<file path="src/rtl/memory_arbiter_pkg.sv">
// memory_arbiter_pkg
//   Shared types and constants for the round-robin memory arbiter.
//   - arbiter_state_t        : FSM state encoding (IDLE, ACCESS, RELEASE)
//   - requester_index_width  : index width for a given requester count (min 1 bit)
//   - REQUESTER_INDEX_WIDTH  : index width for the default four-requester build
package memory_arbiter_pkg;

  typedef enum logic [1:0] {
    IDLE    = 2'd0,
    ACCESS  = 2'd1,
    RELEASE = 2'd2
  } arbiter_state_t;

  localparam int DEFAULT_NUMBER_OF_REQUESTERS = 4;

  function automatic int requester_index_width(input int number_of_requesters);
    return (number_of_requesters > 1) ? $clog2(number_of_requesters) : 1;
  endfunction

  localparam int REQUESTER_INDEX_WIDTH = requester_index_width(DEFAULT_NUMBER_OF_REQUESTERS);

endpackage

</file>
<file path="src/rtl/memory_arbiter_round_robin_picker.sv">
// round_robin_picker
//   Purely combinational round-robin search. Starting one past i_lastGranted
//   and wrapping modulo NUMBER_OF_REQUESTERS, returns the first active request.
//   Ports:
//     i_requestVector : per-master request bits
//     i_lastGranted   : index of the most recently granted master
//     o_pickOneHot    : one-hot winner (all zero when nothing requests)
//     o_pickIndex     : binary index of the winner
//     o_anyRequest    : at least one request bit is set
module round_robin_picker
  import memory_arbiter_pkg::*;
#(
  parameter int NUMBER_OF_REQUESTERS = 4,
  parameter int INDEX_WIDTH          = REQUESTER_INDEX_WIDTH
) (
  input  logic [NUMBER_OF_REQUESTERS-1:0] i_requestVector,
  input  logic [INDEX_WIDTH-1:0]          i_lastGranted,
  output logic [NUMBER_OF_REQUESTERS-1:0] o_pickOneHot,
  output logic [INDEX_WIDTH-1:0]          o_pickIndex,
  output logic                            o_anyRequest
);

  logic w_found;
  int   w_candidate;

  always_comb begin
    o_pickOneHot = '0;
    o_pickIndex  = '0;
    o_anyRequest = |i_requestVector;
    w_found      = 1'b0;
    w_candidate  = 0;
    // Offset N wraps back to lastGranted itself, so a lone requester that was
    // served last is still picked.
    for (int offset = 1; offset <= NUMBER_OF_REQUESTERS; offset++) begin
      w_candidate = (int'(i_lastGranted) + offset) % NUMBER_OF_REQUESTERS;
      if (!w_found && i_requestVector[INDEX_WIDTH'(w_candidate)]) begin
        w_found                                = 1'b1;
        o_pickOneHot[INDEX_WIDTH'(w_candidate)] = 1'b1;
        o_pickIndex                            = INDEX_WIDTH'(w_candidate);
      end
    end
  end

endmodule

</file>
<file path="src/rtl/memory_arbiter.sv">
// memory_arbiter
//   Shares one single-port RAM between NUMBER_OF_REQUESTERS masters with
//   round-robin arbitration. FSM: IDLE -> ACCESS -> RELEASE -> IDLE.
//   Ports:
//     clock, reset (async, active low)
//     requesterReadEnabled/WriteEnabled/Address/DataOut : packed master inputs
//     requesterDataIn            : registered read data, broadcast
//     requesterGrant             : one-hot grant
//     requesterFunctionComplete  : one-hot single-cycle completion pulse
//     memory*                    : RAM-side interface
//     timeoutError               : watchdog pulse (only with MEMORY_ARBITER_TIMEOUT_EN)
//     debugState                 : current FSM state
//   Optional feature macro: MEMORY_ARBITER_TIMEOUT_EN adds an ACCESS watchdog
//   that gives up after TIMEOUT_CYCLES cycles without completion.
//   Handshake: a master holds read/write high until it sees its completion
//   pulse and drops it in that same cycle; dropping earlier aborts the access.
module memory_arbiter #(
  parameter int NUMBER_OF_REQUESTERS  = 4,
  parameter int ADDRESS_WIDTH         = 32,
  parameter int DATA_WIDTH            = 32,
  parameter int REQUESTER_INDEX_WIDTH = memory_arbiter_pkg::requester_index_width(NUMBER_OF_REQUESTERS),
  parameter int TIMEOUT_CYCLES        = 64
) (
  input  logic                                       clock,
  input  logic                                       reset,
  input  logic [NUMBER_OF_REQUESTERS-1:0]            requesterReadEnabled,
  input  logic [NUMBER_OF_REQUESTERS-1:0]            requesterWriteEnabled,
  input  logic [NUMBER_OF_REQUESTERS*ADDRESS_WIDTH-1:0] requesterAddress,
  input  logic [NUMBER_OF_REQUESTERS*DATA_WIDTH-1:0] requesterDataOut,
  output logic [DATA_WIDTH-1:0]                      requesterDataIn,
  output logic [NUMBER_OF_REQUESTERS-1:0]            requesterGrant,
  output logic [NUMBER_OF_REQUESTERS-1:0]            requesterFunctionComplete,
  output logic [ADDRESS_WIDTH-1:0]                   memoryAddress,
  output logic [DATA_WIDTH-1:0]                      memoryDataOut,
  input  logic [DATA_WIDTH-1:0]                      memoryDataIn,
  output logic                                       memoryReadEnabled,
  output logic                                       memoryWriteEnabled,
  input  logic                                       memoryFunctionComplete,
`ifdef MEMORY_ARBITER_TIMEOUT_EN
  output logic                                       timeoutError,
`endif
  output memory_arbiter_pkg::arbiter_state_t         debugState
);
  import memory_arbiter_pkg::*;

  localparam int N  = NUMBER_OF_REQUESTERS;
  localparam int IW = REQUESTER_INDEX_WIDTH;

  arbiter_state_t          r_state, w_nextState;
  logic [N-1:0]            r_grant, w_nextGrant;
  logic [IW-1:0]           r_grantIndex, w_nextGrantIndex;
  logic [IW-1:0]           r_lastGranted, w_nextLastGranted;
  logic [N-1:0]            r_complete, w_nextComplete;
  logic [DATA_WIDTH-1:0]   r_dataIn, w_nextDataIn;

  logic [N-1:0]            w_request;
  logic [N-1:0]            w_pickOneHot;
  logic [IW-1:0]           w_pickIndex;
  logic                    w_anyRequest;
  logic                    w_grantedRead, w_grantedWrite, w_grantedRequest;
  logic [ADDRESS_WIDTH-1:0] w_addrArray [N];
  logic [DATA_WIDTH-1:0]    w_dataArray [N];

`ifdef MEMORY_ARBITER_TIMEOUT_EN
  localparam int TIMER_WIDTH = (TIMEOUT_CYCLES > 2) ? $clog2(TIMEOUT_CYCLES) : 1;
  logic [TIMER_WIDTH-1:0] r_timer, w_nextTimer;
  logic                   r_timeout, w_nextTimeout;
`endif

  for (genvar i = 0; i < N; i++) begin : g_unpack
    assign w_addrArray[i] = requesterAddress[i*ADDRESS_WIDTH +: ADDRESS_WIDTH];
    assign w_dataArray[i] = requesterDataOut[i*DATA_WIDTH +: DATA_WIDTH];
  end

  assign w_request        = requesterReadEnabled | requesterWriteEnabled;
  assign w_grantedRead    = requesterReadEnabled[r_grantIndex];
  assign w_grantedWrite   = requesterWriteEnabled[r_grantIndex];
  assign w_grantedRequest = w_grantedRead | w_grantedWrite;

  round_robin_picker #(
    .NUMBER_OF_REQUESTERS (N),
    .INDEX_WIDTH          (IW)
  ) u_picker (
    .i_requestVector (w_request),
    .i_lastGranted   (r_lastGranted),
    .o_pickOneHot    (w_pickOneHot),
    .o_pickIndex     (w_pickIndex),
    .o_anyRequest    (w_anyRequest)
  );

  always_comb begin
    w_nextState       = r_state;
    w_nextGrant       = r_grant;
    w_nextGrantIndex  = r_grantIndex;
    w_nextLastGranted = r_lastGranted;
    w_nextComplete    = '0;
    w_nextDataIn      = r_dataIn;
`ifdef MEMORY_ARBITER_TIMEOUT_EN
    w_nextTimer       = r_timer;
    w_nextTimeout     = 1'b0;
`endif
    case (r_state)
      IDLE: begin
        if (w_anyRequest) begin
          w_nextState       = ACCESS;
          w_nextGrant       = w_pickOneHot;
          w_nextGrantIndex  = w_pickIndex;
          w_nextLastGranted = w_pickIndex;
`ifdef MEMORY_ARBITER_TIMEOUT_EN
          w_nextTimer       = '0;
`endif
        end
      end
      ACCESS: begin
        if (memoryFunctionComplete && w_grantedRequest) begin
          w_nextState    = RELEASE;
          w_nextGrant    = '0;
          w_nextComplete = r_grant;
          // A read+write request ran as a write, so there is nothing to capture.
          if (w_grantedRead && !w_grantedWrite) begin
            w_nextDataIn = memoryDataIn;
          end
        end else if (!w_grantedRequest) begin
          w_nextState = RELEASE;
          w_nextGrant = '0;
        end
`ifdef MEMORY_ARBITER_TIMEOUT_EN
        else if (r_timer == TIMER_WIDTH'(TIMEOUT_CYCLES - 1)) begin
          w_nextState   = RELEASE;
          w_nextGrant   = '0;
          w_nextTimeout = 1'b1;
        end else begin
          w_nextTimer = r_timer + 1'b1;
        end
`endif
      end
      // One dead cycle with enables low lets the RAM reset its delay counter.
      RELEASE: w_nextState = IDLE;
      default: w_nextState = IDLE;
    endcase
  end

  always_ff @(posedge clock or negedge reset) begin
    if (!reset) begin
      r_state       <= IDLE;
      r_grant       <= '0;
      r_grantIndex  <= '0;
      r_lastGranted <= IW'(N - 1);
      r_complete    <= '0;
      r_dataIn      <= '0;
    end else begin
      r_state       <= w_nextState;
      r_grant       <= w_nextGrant;
      r_grantIndex  <= w_nextGrantIndex;
      r_lastGranted <= w_nextLastGranted;
      r_complete    <= w_nextComplete;
      r_dataIn      <= w_nextDataIn;
    end
  end

`ifdef MEMORY_ARBITER_TIMEOUT_EN
  always_ff @(posedge clock or negedge reset) begin
    if (!reset) begin
      r_timer   <= '0;
      r_timeout <= 1'b0;
    end else begin
      r_timer   <= w_nextTimer;
      r_timeout <= w_nextTimeout;
    end
  end
  assign timeoutError = r_timeout;
`endif

  // Write wins when a master raises both enables.
  always_comb begin
    memoryReadEnabled  = 1'b0;
    memoryWriteEnabled = 1'b0;
    if (r_state == ACCESS) begin
      memoryWriteEnabled = w_grantedWrite;
      memoryReadEnabled  = w_grantedRead & ~w_grantedWrite;
    end
  end

  assign memoryAddress             = w_addrArray[r_grantIndex];
  assign memoryDataOut             = w_dataArray[r_grantIndex];
  assign requesterDataIn           = r_dataIn;
  assign requesterGrant            = r_grant;
  assign requesterFunctionComplete = r_complete;
  assign debugState                = r_state;

endmodule

</file>
<file path="config.mk">
export PLATFORM = sky130hd
export DESIGN_NAME = memory_arbiter
export DESIGN_NICKNAME = d
export VERILOG_FILES = /design/src/rtl/memory_arbiter_pkg.sv /design/src/rtl/memory_arbiter_round_robin_picker.sv /design/src/rtl/memory_arbiter.sv
export SDC_FILE = /design/constraint.sdc
export NUM_CORES = 1
export LEC_CHECK = 0
export ABC_AREA = 1
export CAP_MARGIN = 20
export CORE_AREA = 2 2 156 158
export CTS_BUF_LIST = sky130_fd_sc_hd__clkbuf_16
export DETAILED_ROUTE_END_ITERATION = 16
export DIE_AREA = 0 0 158 160
export GPL_TIMING_DRIVEN = 0
export PLACE_DENSITY = 0.48
export SLEW_MARGIN = 5
export SYNTH_ARGS = -nofsm -noshare
export SYNTH_HDL_FRONTEND = slang
export SYNTH_SLANG_ARGS = --single-unit
</file>
<file path="constraint.sdc">
create_clock -name clock -period 2.25 [get_ports clock]
set_input_delay 0.3375 -clock clock [delete_from_list [all_inputs] [get_ports clock]]
set_output_delay 0.3375 -clock clock [all_outputs]
set_load 0.01 [all_outputs]
</file>
# [Word-level counts from Yosys, hierarchy flattened]
# Index checks and enable logic that the tools add are counted.
[word_totals] reg_bits=46 elab_cells=104
[op_classes] add_sub_neg=4 magnitude_cmp=10 n_eq_ne=3 muxes=53 n_bitwise=8 n_reduce_logical=20
[op_table] op="$bmux 32 s2" n=2
[op_table] op="$mux 32" n=4
[op_table] op="$mux 4" n=9
[op_table] op="$mux 1" n=19
[op_table] op="$lt 2x4->1 const B" n=4
[op_table] op="$or 4x4->4" n=4
[op_table] op="$mux 2" n=7
[op_table] op="$bmux 1 s2" n=6
[op_table] op="$logic_and 1x1->1" n=9
[op_table] op="$demux 1 s2" n=4
[op_table] op="$ge 2x1->1 const B" n=4
[op_table] op="$pmux 4 s2" n=1
[op_table] op="$reduce_and 3->1" n=2
[op_table] op="$add 2x1->2 const B" n=2
[op_table] op="$add 2x2->2 const B" n=2
[op_table] op="$logic_not 1->1" n=4
[op_table] op="$pmux 2 s2" n=1
[op_table] op="$reduce_and 2->1" n=2
[op_table] op="$reduce_or 4->1" n=1
[op_table] op="$ge 3x3->1 const B" n=1
[op_table] op="$lt 2x3->1 const B" n=1
[op_table] op="$ne 3x3->1 const B" n=1
[op_table] op="$not 2->3" n=1
[op_table] op="$eq 2x1->1 const B" n=1
[op_table] op="other kinds (6)" n=6

# [Longest topological paths before layout]
# Gate-level depths: netlist (run 1).
[logic_depth] word_depth=16 ltp_mapped=12 ltp_nobuf=11

# [Modules after synthesis]
# Synthesis (run 1) repeated with hierarchy kept, for this count alone.
[unflattened] hier_cells=680 hier_area_um2=4207.8
[modules_own_cells] module="memory_arbiter" n_inst=1 cells_each=586 area_each_um2=3643.5 seq_area_each_um2=1153.6
[modules_own_cells] module="round_robin_picker" n_inst=1 cells_each=94 area_each_um2=564.3 seq_area_each_um2=0.0

# [Worst setup path before layout (run 1)]
# Ideal clock, no wire load.
[synth_path] path_kind="register to register" startpoint="register r_lastGranted[1]" endpoint="register r_grantIndex[1]" arrival_ps=1900 required_ps=2185 path_slack_ps=285 path_stages_with_launch=12 period_less_slack_ps=1965 cell_sequence="dfstp_2 -> buf_2 -> inv_1 -> ha_1 -> inv_1 -> nand3_1 -> nand2_1 -> nor2_2 -> nand4_1 -> nand3_1 -> nand2_1 -> nand2_1"
[synth_via] elab_chain_cells=14 word_cells_on_any_way=29
[synth_lines] item="start, declared" line="memory_arbiter.sv:52" text="logic [IW-1:0] r_lastGranted, w_nextLastGranted;"
[synth_lines] item="start signal, assigned" line="memory_arbiter.sv:148" text="r_lastGranted <= IW'(N - 1);"
[synth_lines] item="start signal, assigned" line="memory_arbiter.sv:155" text="r_lastGranted <= w_nextLastGranted;"
[synth_lines] item="$add 2x1->2" line="memory_arbiter_round_robin_picker.sv:35" text="w_candidate = (int'(i_lastGranted) + offset) % NUMBER_OF_REQUESTERS;"
[synth_lines] item="$bmux 1 s2" line="memory_arbiter_round_robin_picker.sv:36" text="if (!w_found && i_requestVector[INDEX_WIDTH'(w_candidate)]) begin"
[synth_lines] item="$mux 1 (not written as such) (2 in a row)" line="memory_arbiter_round_robin_picker.sv:36"
[synth_lines] item="$mux 1" line="memory_arbiter_round_robin_picker.sv:36"
[synth_lines] item="$logic_not 1->1" line="memory_arbiter_round_robin_picker.sv:36"
[synth_lines] item="$logic_and 1x1->1" line="memory_arbiter_round_robin_picker.sv:36"
[synth_lines] item="$mux 1" line="memory_arbiter_round_robin_picker.sv:36"
[synth_lines] item="$logic_not 1->1" line="memory_arbiter_round_robin_picker.sv:36"
[synth_lines] item="$logic_and 1x1->1" line="memory_arbiter_round_robin_picker.sv:36"
[synth_lines] item="$mux 1" line="memory_arbiter_round_robin_picker.sv:36"
[synth_lines] item="$logic_not 1->1" line="memory_arbiter_round_robin_picker.sv:36"
[synth_lines] item="$logic_and 1x1->1" line="memory_arbiter_round_robin_picker.sv:36"
[synth_lines] item="$mux 2 *" line="memory_arbiter_round_robin_picker.sv:36"
[synth_lines] item="end signal, assigned" line="memory_arbiter.sv:154" text="r_grantIndex <= w_nextGrantIndex;"
[synth_lines] item="end, declared" line="memory_arbiter.sv:51" text="logic [IW-1:0] r_grantIndex, w_nextGrantIndex;"
# Mark *: on every way between the ends. The rest lies on a longest branch, timed or not. The select of a mux whose other input is x is not followed.
# A chain may end at the register's enable or synchronous reset.

# [Final worst setup path (run 1)]
[layout_path] startpoint="register r_grantIndex[0]" endpoint="output memoryAddress[20]"
[layout_via] elab_chain_cells=4
[layout_lines] item="$not 2->3 (not written as such)" line="memory_arbiter.sv:184" text="assign memoryAddress = w_addrArray[r_grantIndex];"
[layout_lines] item="$bmux 32 s2" line="memory_arbiter.sv:184"
[layout_lines] item="$mux 32 (not written as such) (2 in a row)" line="memory_arbiter.sv:184"
[layout_lines] item="end, declared" line="memory_arbiter.sv:33" text="output logic [ADDRESS_WIDTH-1:0] memoryAddress,"
# No other way between the ends. The select of a mux whose other input is x is not followed.

==> results of run 1 <==
## power breakdown
group / switching (mW) / total (mW) / internal [mW] / leakage [nW]
Clock: 0.313 / 0.828 / 0.514 / 0.0773
Sequential: 0.239 / 1.42 / 1.18 / 0.586
Combinational: 4.54 / 8.12 / 3.58 / 3.20
## registers in the layout, indices dropped and copies added, names as in the netlist
signal / count
r_lastGranted: 2
requesterDataIn: 32
requesterGrant: 4
r_grantIndex: 2
debugState: 2
requesterFunctionComplete: 4
## cells by family after synthesis
family          synth area share (%)
compound gates                 27.88
fa+ha+maj                      2.126
flops                          28.00
buf+inv                        8.169
simple gates                   33.83
## worst max-delay path, cell delays in order (launching register included)
cell and delay [ps]:
dfrtp_1 370, buf_6 140, inv_6 70, buf_6 160, clkbuf_4 220, o21ai_0 100
o22ai_1 210, dlygate4sd2_1 310
## stage by stage
step	hold slack, ps	TNS, ps
after floorplan	41.91	0
after global placement	454.3	-57890
after detailed placement	321.1	-27620
after CTS	12.14	-362.0
after global routing	29.76	-191.7
final	-0.2513	0
## what timing repair did
action	in CTS	in global routing
gates resized for setup	163	34
buffers inserted	1	5
endpoints found under the hold margin	0	0
setup endpoints to repair	73	36
pin swaps	2	0
## layer usage
layer | part of all wire (%) | track usage [%] | routed length [um] | vias up
met5 | 0 | 0 | 0 | -
met4 | 1.3 | 2.539 | 334 | 0
met3 | 7.4 | 3.853 | 1953 | 25
met2 | 51 | 36.86 | 13460 | 284
met1 | 41 | 24.35 | 10810 | 2951
li1 | - | - | - | 3138
## layout make-up
cell class,instances,area [um2]
flip-flops and latches,46,1155
clock inverters,2,33.78
plain buffers,53,462.9
multi-input cells,554,2673
well taps,324,405.4
clock buffers,5,125.1
inverters,18,76.32
repair buffers,412,3999
fillers,2611,14890
diodes,1,2.502
## how the worst max path moves through the flow
stage                     start                end  slack, ps  cells past startpoint
2_1_floorplan  r_lastGranted[1]    r_grantIndex[1]        290                     11
3_3_place_gp              reset    r_grantIndex[1]       -670                      1
3_5_place_dp    r_grantIndex[1]   memoryAddress[0]       -590                      6
4_1_cts         r_grantIndex[0]   memoryAddress[2]       -210                      7
5_1_grt         r_grantIndex[0]  memoryDataOut[10]        -40                      7
6_report        r_grantIndex[0]  memoryAddress[20]         20                      7
## placed cells by master (no fill, tap or decap), types with 2 or more instances in the layout
cell type	n
ha_1	6
nor2_4	2
o22ai_1	60
clkdlybuf4s50_1	338
dlygate4sd2_1	44
clkbuf_2	21
nor2_1	139
o21ai_1	4
buf_2	2
inv_1	13
buf_4	9
a21oi_1	6
nand3_1	51
dlymetal6s2s_1	3
clkbuf_1	3
clkbuf_4	18
nand2_2	4
clkdlybuf4s15_1	3
buf_6	10
nand4_1	3
o22ai_2	4
dfstp_2	2
nand2_1	138
inv_2	3
dfrtp_1	43
o21ai_0	126
clkdlybuf4s15_2	2
clkbuf_16	5
clkbuf_8	10
==> results.tsv, run 1 <==
metric	value	unit
status	complete, but fails checks	
failing checks	hold timing	
min Tclk post-route	2232	ps
Vias	6398	
worst hold path class	input pin to asynchronous set/reset pin	
Setup Crit Path Kind	register to primary output	
Yosys cell types	29	
gr ovfl total	0	
synthesized area	0.004120	mm2
placed cell count	1402	
Mean Syn Cell Area	6.131	um2
final non-filler cell total	1415	
placed cell area	0.008594	mm2
Post-synth EDFFs	0	
Rows	57	
fmax	448.1	MHz
worst r2r src	r_lastGranted[1]	
CP Capture Type	primary output	
Startpoint Class	register	
max-slew violations	0	
Routed WL	26.56	mm
arrival time at the worst endpoint	1890	ps
first-pass GRT wire length	38.45	mm
Main synth FF type	dfrtp_1	
Layout area overhead	116.8	%
Syn Inst Count	672	
Setup WS pre-CTS	-586.7	ps
flop2flop setup slack	150	ps
die span in x	158	um
Max H-tree Level	2	
largest area contributor in the synthesized netlist	dfrtp_1	
GRT Util Overall	19.95	%
worst slew pin tran	484.1	ps
routed wire length per instance	18.77	um
most numerous cell in the Yosys netlist	nor2_1	
Final GP Congestion	0.9046	
Bufs on Longest Clock Path	2	
total power	10.37	mW
nets@finish	1396	
iteration count of the initial detailed-routing pass	6	
post-synthesis sequential area ratio	28.00	%
# clock sinks	46	
Final HPWL DP	21.88	mm
vias in the first global route	6314	
clock latency on the worst-skew pair	290	ps
Root Driver	clkbuf_16	
largest net degree at the start of global routing	29	
final core occ	37.50	%
worst r2r path cells	10	
vias per cell	4.522	
final setup fails	0	
Leakage	3.864	nW
top-area cell type share of the netlist area	26.72	%
Final ANT Viol Nets	0	
number of synthesized register bits	46	
top cells by count, synth	139 x nor2_1, 138 x nand2_1, 130 x o21ai_0	
starting DRC count in detailed routing	352	
CP required	1910	ps
Port Buffers	405	
unrepaired setup endpoints after global routing	yes	
Power Density	1161	mW/mm2
Clock Skew	4.563	ps
Async S/R FF share, synth	100.0	%
Setup WS post-layout	18.27	ps
initial antenna violation count	2	
top cells by area, synth	dfrtp_1 27%, o21ai_0 16%, nor2_1 13%, nand2_1 13%, o22ai_1 9.7%	
total CTS buffers	5	
FF-to-FF End	r_grantIndex[1]	
Max-Cap Viols	0	
layout cells sized above 1	9.541	%
net count after synthesis	978	
final hold vios	2	
Crit Path Max Fanout	10	
YS warnings	0	
Post-CTS Hold Buffers	0	
DRC errors left	0	
max_slew headroom	67.73	%
core area	0.02382	mm2
Ports	407	
CTS tree	done	
Initial Util	17.30	%
Final Cycle Share	99.19	%
post-layout instance area	0.008932	mm2
Die Height	160	um
Reg clk slew, reported paths	60	ps
hold_ws	-0.2513	ps
die area	0.02528	mm2
peak supply drop	340.4	uV
Note: power is estimated with default switching activity, not from simulation.
==> run 2: changes to the inputs <==
--- a/config.mk
+++ b/config.mk
@@ -11,7 +11,7 @@
 export CTS_BUF_LIST = sky130_fd_sc_hd__clkbuf_16
 export DETAILED_ROUTE_END_ITERATION = 16
 export DIE_AREA = 0 0 158 160
-export GPL_TIMING_DRIVEN = 0
+export HOLD_SLACK_MARGIN = 0.15
 export PLACE_DENSITY = 0.48
 export SLEW_MARGIN = 5
 export SYNTH_ARGS = -nofsm -noshare
==> results.tsv, run 2 (synthesis gave the netlist of run 1 again) <==
metric	value	unit	change
most common cell after layout, fill and taps aside	clkdlybuf4s50_1		
Vias	6196		-3.2%
vias per cell	4.448		-1.6%
Root Driver	clkbuf_16		
max_slew headroom	66.92	%	-0.81 points
die area	0.02528	mm2	unchanged
Setup WS pre-CTS	-91.48	ps	+495.3 ps
peak supply drop	467.0	uV	+37%
Clock Skew	4.086	ps	-0.4765 ps
placed cell count	1378		-1.7%
min Tclk post-route	2310	ps	+78.77 ps
vias in the first global route	6208		-1.7%
CP Capture Type	primary output		
Setup Crit Path Kind	register to primary output		
Reg clk slew, reported paths	60	ps	about the same
nets@finish	1373		-1.6%
status	complete, but fails checks		
first-pass GRT wire length	36.21	mm	-5.8%
setup_tns	-158.5	ps	-158.5 ps
Die Height	160	um	unchanged
Crit Path Max Fanout	36		+26
Power Density	1144	mW/mm2	-1.5%
placed cell area	0.008651	mm2	+0.66%
worst hold path class	register to register		
Initial Util	17.30	%	unchanged
total power	10.16	mW	-2.0%
iteration count of the initial detailed-routing pass	7		+1
Max-Cap Viols	0		unchanged
Routed WL	24.61	mm	-7.3%
fmax	432.8	MHz	-3.4%
Max H-tree Level	2		unchanged
starting DRC count in detailed routing	255		-28%
Rows	57		unchanged
Bufs on Longest Clock Path	2		unchanged
arrival time at the worst endpoint	1970	ps	+80 ps
total CTS buffers	5		unchanged
initial antenna violation count	2		unchanged
DRC errors left	0		unchanged
Largest register FFs	32		unchanged
final non-filler cell total	1393		-1.6%
gr ovfl total	0		unchanged
core area	0.02382	mm2	unchanged
Ports	407		unchanged
commonest non-fill, non-tap cells in the layout	342 x clkdlybuf4s50_1, 138 x nor2_1, 138 x nand2_1		
CTS tree	done		
worst slew pin tran	494.7	ps	+10.67 ps
post-layout instance area	0.008887	mm2	-0.50%
Setup WS post-layout	-60.49	ps	-78.77 ps
CP required	1910	ps	about the same
GRT Util Overall	18.48	%	-1.5 points
Startpoint Class	register		
unrepaired setup endpoints after global routing	yes		
Final GP Congestion	0.9216		+1.9%
clock latency on the worst-skew pair	290	ps	about the same
Final HPWL DP	19.37	mm	-11%
final setup fails	3		+3
Final Cycle Share	102.7	%	+3.5 points
layout cells sized above 1	6.835	%	-2.7 points
Final ANT Viol Nets	0		unchanged
Leakage	3.866	nW	about the same
Layout area overhead	115.7	%	
largest net degree at the start of global routing	40		+38%
final hold vios	0		-2
max-slew violations	0		unchanged
Port Buffers	406		+0.25%
# clock sinks	46		unchanged
failing checks	setup timing		
routed wire length per instance	17.66	um	-5.9%
die span in x	158	um	unchanged
==> run 2: worst paths after layout <==
path / start / end / slack [ps] / cells after the start
worst max-delay path: r_grantIndex[0] / memoryDataOut[13] / -60 / 5
worst min-delay path: requesterDataIn[8] / requesterDataIn[8] / 470 / 2
worst max register to register: r_grantIndex[0] / requesterDataIn[18] / 160 / 10
worst min register to register: requesterDataIn[8] / requesterDataIn[8] / 470 / 2
max in group asynchronous: reset / requesterDataIn[8] / 1170 / 3
min in group asynchronous: reset / requesterDataIn[28] / 480 / 2
==> run 2: per-stage QoR <==
step / util (%) / hold slack (ps)
after floorplan: - / 41.91
final: 37.31 / 468.0
after detailed placement: 36.32 / 270.3
after CTS: 37.14 / 474.4
after global routing: 37.30 / 489.9
after global placement: 36.32 / 272.1
==> run 2: cell type report <==
class,count,area [um2]
clock inverters,3,17.52
repair buffers,442,4462
inverters,18,75.07
well taps,324,405.4
flip-flops and latches,46,1159
clock buffers,5,125.1
diodes,1,2.502
multi-input cells,554,2641
fillers,2601,14930
==> run 2: critical path: stages, from the launching register on <==
cell and delay, ps:
dfrtp_4 500, buf_12 200, o21ai_0 110, buf_4 160, o22ai_1 140, clkdlybuf4s50_1 550
==> run 2: routing by layer <==
layer	global-route usage (%)	part of all wire, %
met3	4.613	8.2
met2	33.97	51
met1	21.68	40
met4	3.235	1.5
met5	0	0
==> run 2: power breakdown <==
group	total (mW)	switching, mW	internal, mW
Combinational	8.02	4.36	3.66
Clock	0.726	0.318	0.408
Sequential	1.42	0.231	1.19
==> run 2: what timing repair did <==
item                                    in CTS  in global routing
gates cloned                                 2                  1
pin swaps                                    1                  0
buffers inserted                             2                  0
hold endpoints to repair                     9                  0
hold buffers                                 1                  0
endpoints found under the setup margin      66                 57
gates resized for setup                     61                 34
==> run 3: changes to the inputs <==
--- a/config.mk
+++ b/config.mk
@@ -12,6 +12,7 @@
 export DETAILED_ROUTE_END_ITERATION = 16
 export DIE_AREA = 0 0 158 160
 export HOLD_SLACK_MARGIN = 0.15
+export MAX_ROUTING_LAYER = met4
 export PLACE_DENSITY = 0.48
 export SLEW_MARGIN = 5
 export SYNTH_ARGS = -nofsm -noshare
==> results.tsv, run 3 (synthesis gave the netlist of run 1 again) <==
metric	value	unit	change
worst r2r src	r_grantIndex[0]		
final hold vios	0		unchanged
Port Buffers	406		unchanged
Ports	407		unchanged
Reg power frac	13.9	%	about the same
Hold Path Sink	requesterDataIn[0]		
vias per cell	4.457		+0.21%
GRT Util Overall	19.00	%	+0.52 points
Sw Share	48.22	%	about the same
status	complete, but fails checks		
Comb pwr share	78.9	%	about the same
clock share of power	7.1	%	about the same
Reg clk slew, reported paths	60	ps	about the same
Routed WL	24.60	mm	about the same
Int Pwr	5.258	mW	about the same
peak supply drop	458.8	uV	-1.7%
FF-to-FF End	requesterDataIn[18]		
Bufs on Longest Clock Path	2		unchanged
DRC errors left	0		unchanged
total CTS buffers	5		unchanged
Max-Cap Viols	0		unchanged
Power Density	1142	mW/mm2	-0.14%
Crit Path Max Fanout	36		unchanged
# fillers	2600		-0.038%
min Tclk post-route	2310	ps	-0.5027 ps
Setup WS post-layout	-59.99	ps	+0.5027 ps
hold path startpoint	requesterDataIn[0]		
failing checks	setup timing		
flop2flop setup slack	160	ps	about the same
Root Driver	clkbuf_16		
largest net degree at the start of global routing	40		unchanged
post-layout instance area	0.008892	mm2	about the same
Largest register FFs	32		unchanged
vias in the first global route	6224		+0.26%
placed cell area	0.008651	mm2	unchanged
max-slew violations	0		unchanged
max_slew headroom	67.44	%	+0.53 points
Final GP Congestion	0.9378		+1.8%
worst hold path class	register to register		
layout cells sized above 1	6.835	%	unchanged
first-pass GRT wire length	36.10	mm	-0.31%
Vias	6218		+0.36%
CP required	1910	ps	about the same
CP Capture Type	primary output		
unrepaired setup endpoints after global routing	yes		
clock latency on the worst-skew pair	290	ps	about the same
starting DRC count in detailed routing	269		+5.5%
Clock Skew	4.829	ps	+0.7431 ps
iteration count of the initial detailed-routing pass	4		-3
# clock sinks	46		unchanged
Final ANT Viol Nets	0		unchanged
fmax	432.9	MHz	about the same
worst r2r path cells	10		unchanged
routed wire length per instance	17.63	um	-0.18%
Final HPWL DP	19.37	mm	unchanged
Psw	4.896	mW	-0.17%
hold path depth	2		unchanged
worst slew pin tran	486.8	ps	-7.894 ps
core area	0.02382	mm2	unchanged
Final Cycle Share	102.7	%	about the same
arrival time at the worst endpoint	1970	ps	about the same
gr ovfl total	0		unchanged
die span in x	158	um	unchanged
Startpoint Class	register		
commonest non-fill, non-tap cells in the layout	342 x clkdlybuf4s50_1, 138 x nor2_1, 138 x nand2_1		
Die Height	160	um	unchanged
Max H-tree Level	2		unchanged
Layout area overhead	115.8	%	about the same
nets@finish	1373		unchanged
die area	0.02528	mm2	unchanged
initial antenna violation count	2		unchanged
CTS tree	done		
Setup Crit Path Kind	register to primary output		
total power	10.15	mW	about the same
most common cell after layout, fill and taps aside	clkdlybuf4s50_1		
final setup fails	3		unchanged
Rows	57		unchanged
Leakage	3.866	nW	about the same
Initial Util	17.30	%	unchanged
-- run 3: area by class of cell --
type | count | area (um2) | share of cell area (%)
flip-flops and latches | 46 | 1159 | 13.03
repair buffers | 442 | 4462 | 50.18
diodes | 3 | 7.507 | 0.08442
multi-input cells | 554 | 2641 | 29.70
inverters | 18 | 75.07 | 0.8442
clock buffers | 5 | 125.1 | 1.407
well taps | 324 | 405.4 | 4.559
clock inverters | 3 | 17.52 | 0.1970
-- run 3: power groups by stage --
stage                     combinational [mW]  sequential [mW]  clock [mW]
after detailed placement                8.28             1.42           0
after CTS                               8.09             1.42       0.755
after floorplan                         3.82             1.53           0
after global routing                    8.77             1.46       0.797
after global placement                  8.30             1.42           0
final                                   8.02             1.42       0.724
-- run 3: worst max-delay path, stage by stage (launching register included) --
cell             delay, ps
dfrtp_4                500
buf_12                 200
o21ai_0                110
buf_4                  160
o22ai_1                140
clkdlybuf4s50_1        550
-- run 3: stage by stage --
| step | worst slack, ps | hold slack (ps) | util [%] | cells | setup TNS (ps) |
|---|---|---|---|---|---|
| 4_1_cts | -188.5 | 474.4 | 37.14 | 1391 | -1587 |
| 3_5_place_dp | -91.48 | 270.3 | 36.32 | 1378 | -2553 |
| 5_1_grt | -151.9 | 492.2 | 37.32 | 1394 | -472.7 |
| 3_3_place_gp | -43.84 | 272.1 | 36.32 | 1378 | -1269 |
| 6_report | -59.99 | 471.0 | 37.33 | 1395 | -140.9 |
| 2_1_floorplan | 285.3 | 41.91 | - | 672 | 0 |
-- run 3: worst max-delay path by stage --
stage                                   from                  end  slack [ps]  cells after the start
finish                       r_grantIndex[0]    memoryDataOut[13]         -60                      5
global placement    requesterWriteEnabled[1]  requesterDataIn[16]         -40                      9
detailed placement  requesterWriteEnabled[1]  requesterDataIn[31]         -90                      9
global route                 r_grantIndex[0]    memoryDataOut[13]        -150                      5
floorplan                   r_lastGranted[1]      r_grantIndex[1]         290                     11
CTS                          r_grantIndex[1]    memoryDataOut[23]        -190                      4
-- run 3: per-layer routing --
metal | global-route usage (%) | wire, um
met3 | 3.799 | 1848
met2 | 34.15 | 12510
met1 | 22.04 | 9852
met4 | 3.071 | 381
met5 | - | 0
-- run 3: what timing repair did --
action,CTS,global route
gates cloned,2,1
endpoints found under the setup margin,66,57
hold buffers,1,0
pin swaps,1,0
endpoints found under the hold margin,9,0
gates resized for setup,61,33
buffers inserted,2,0
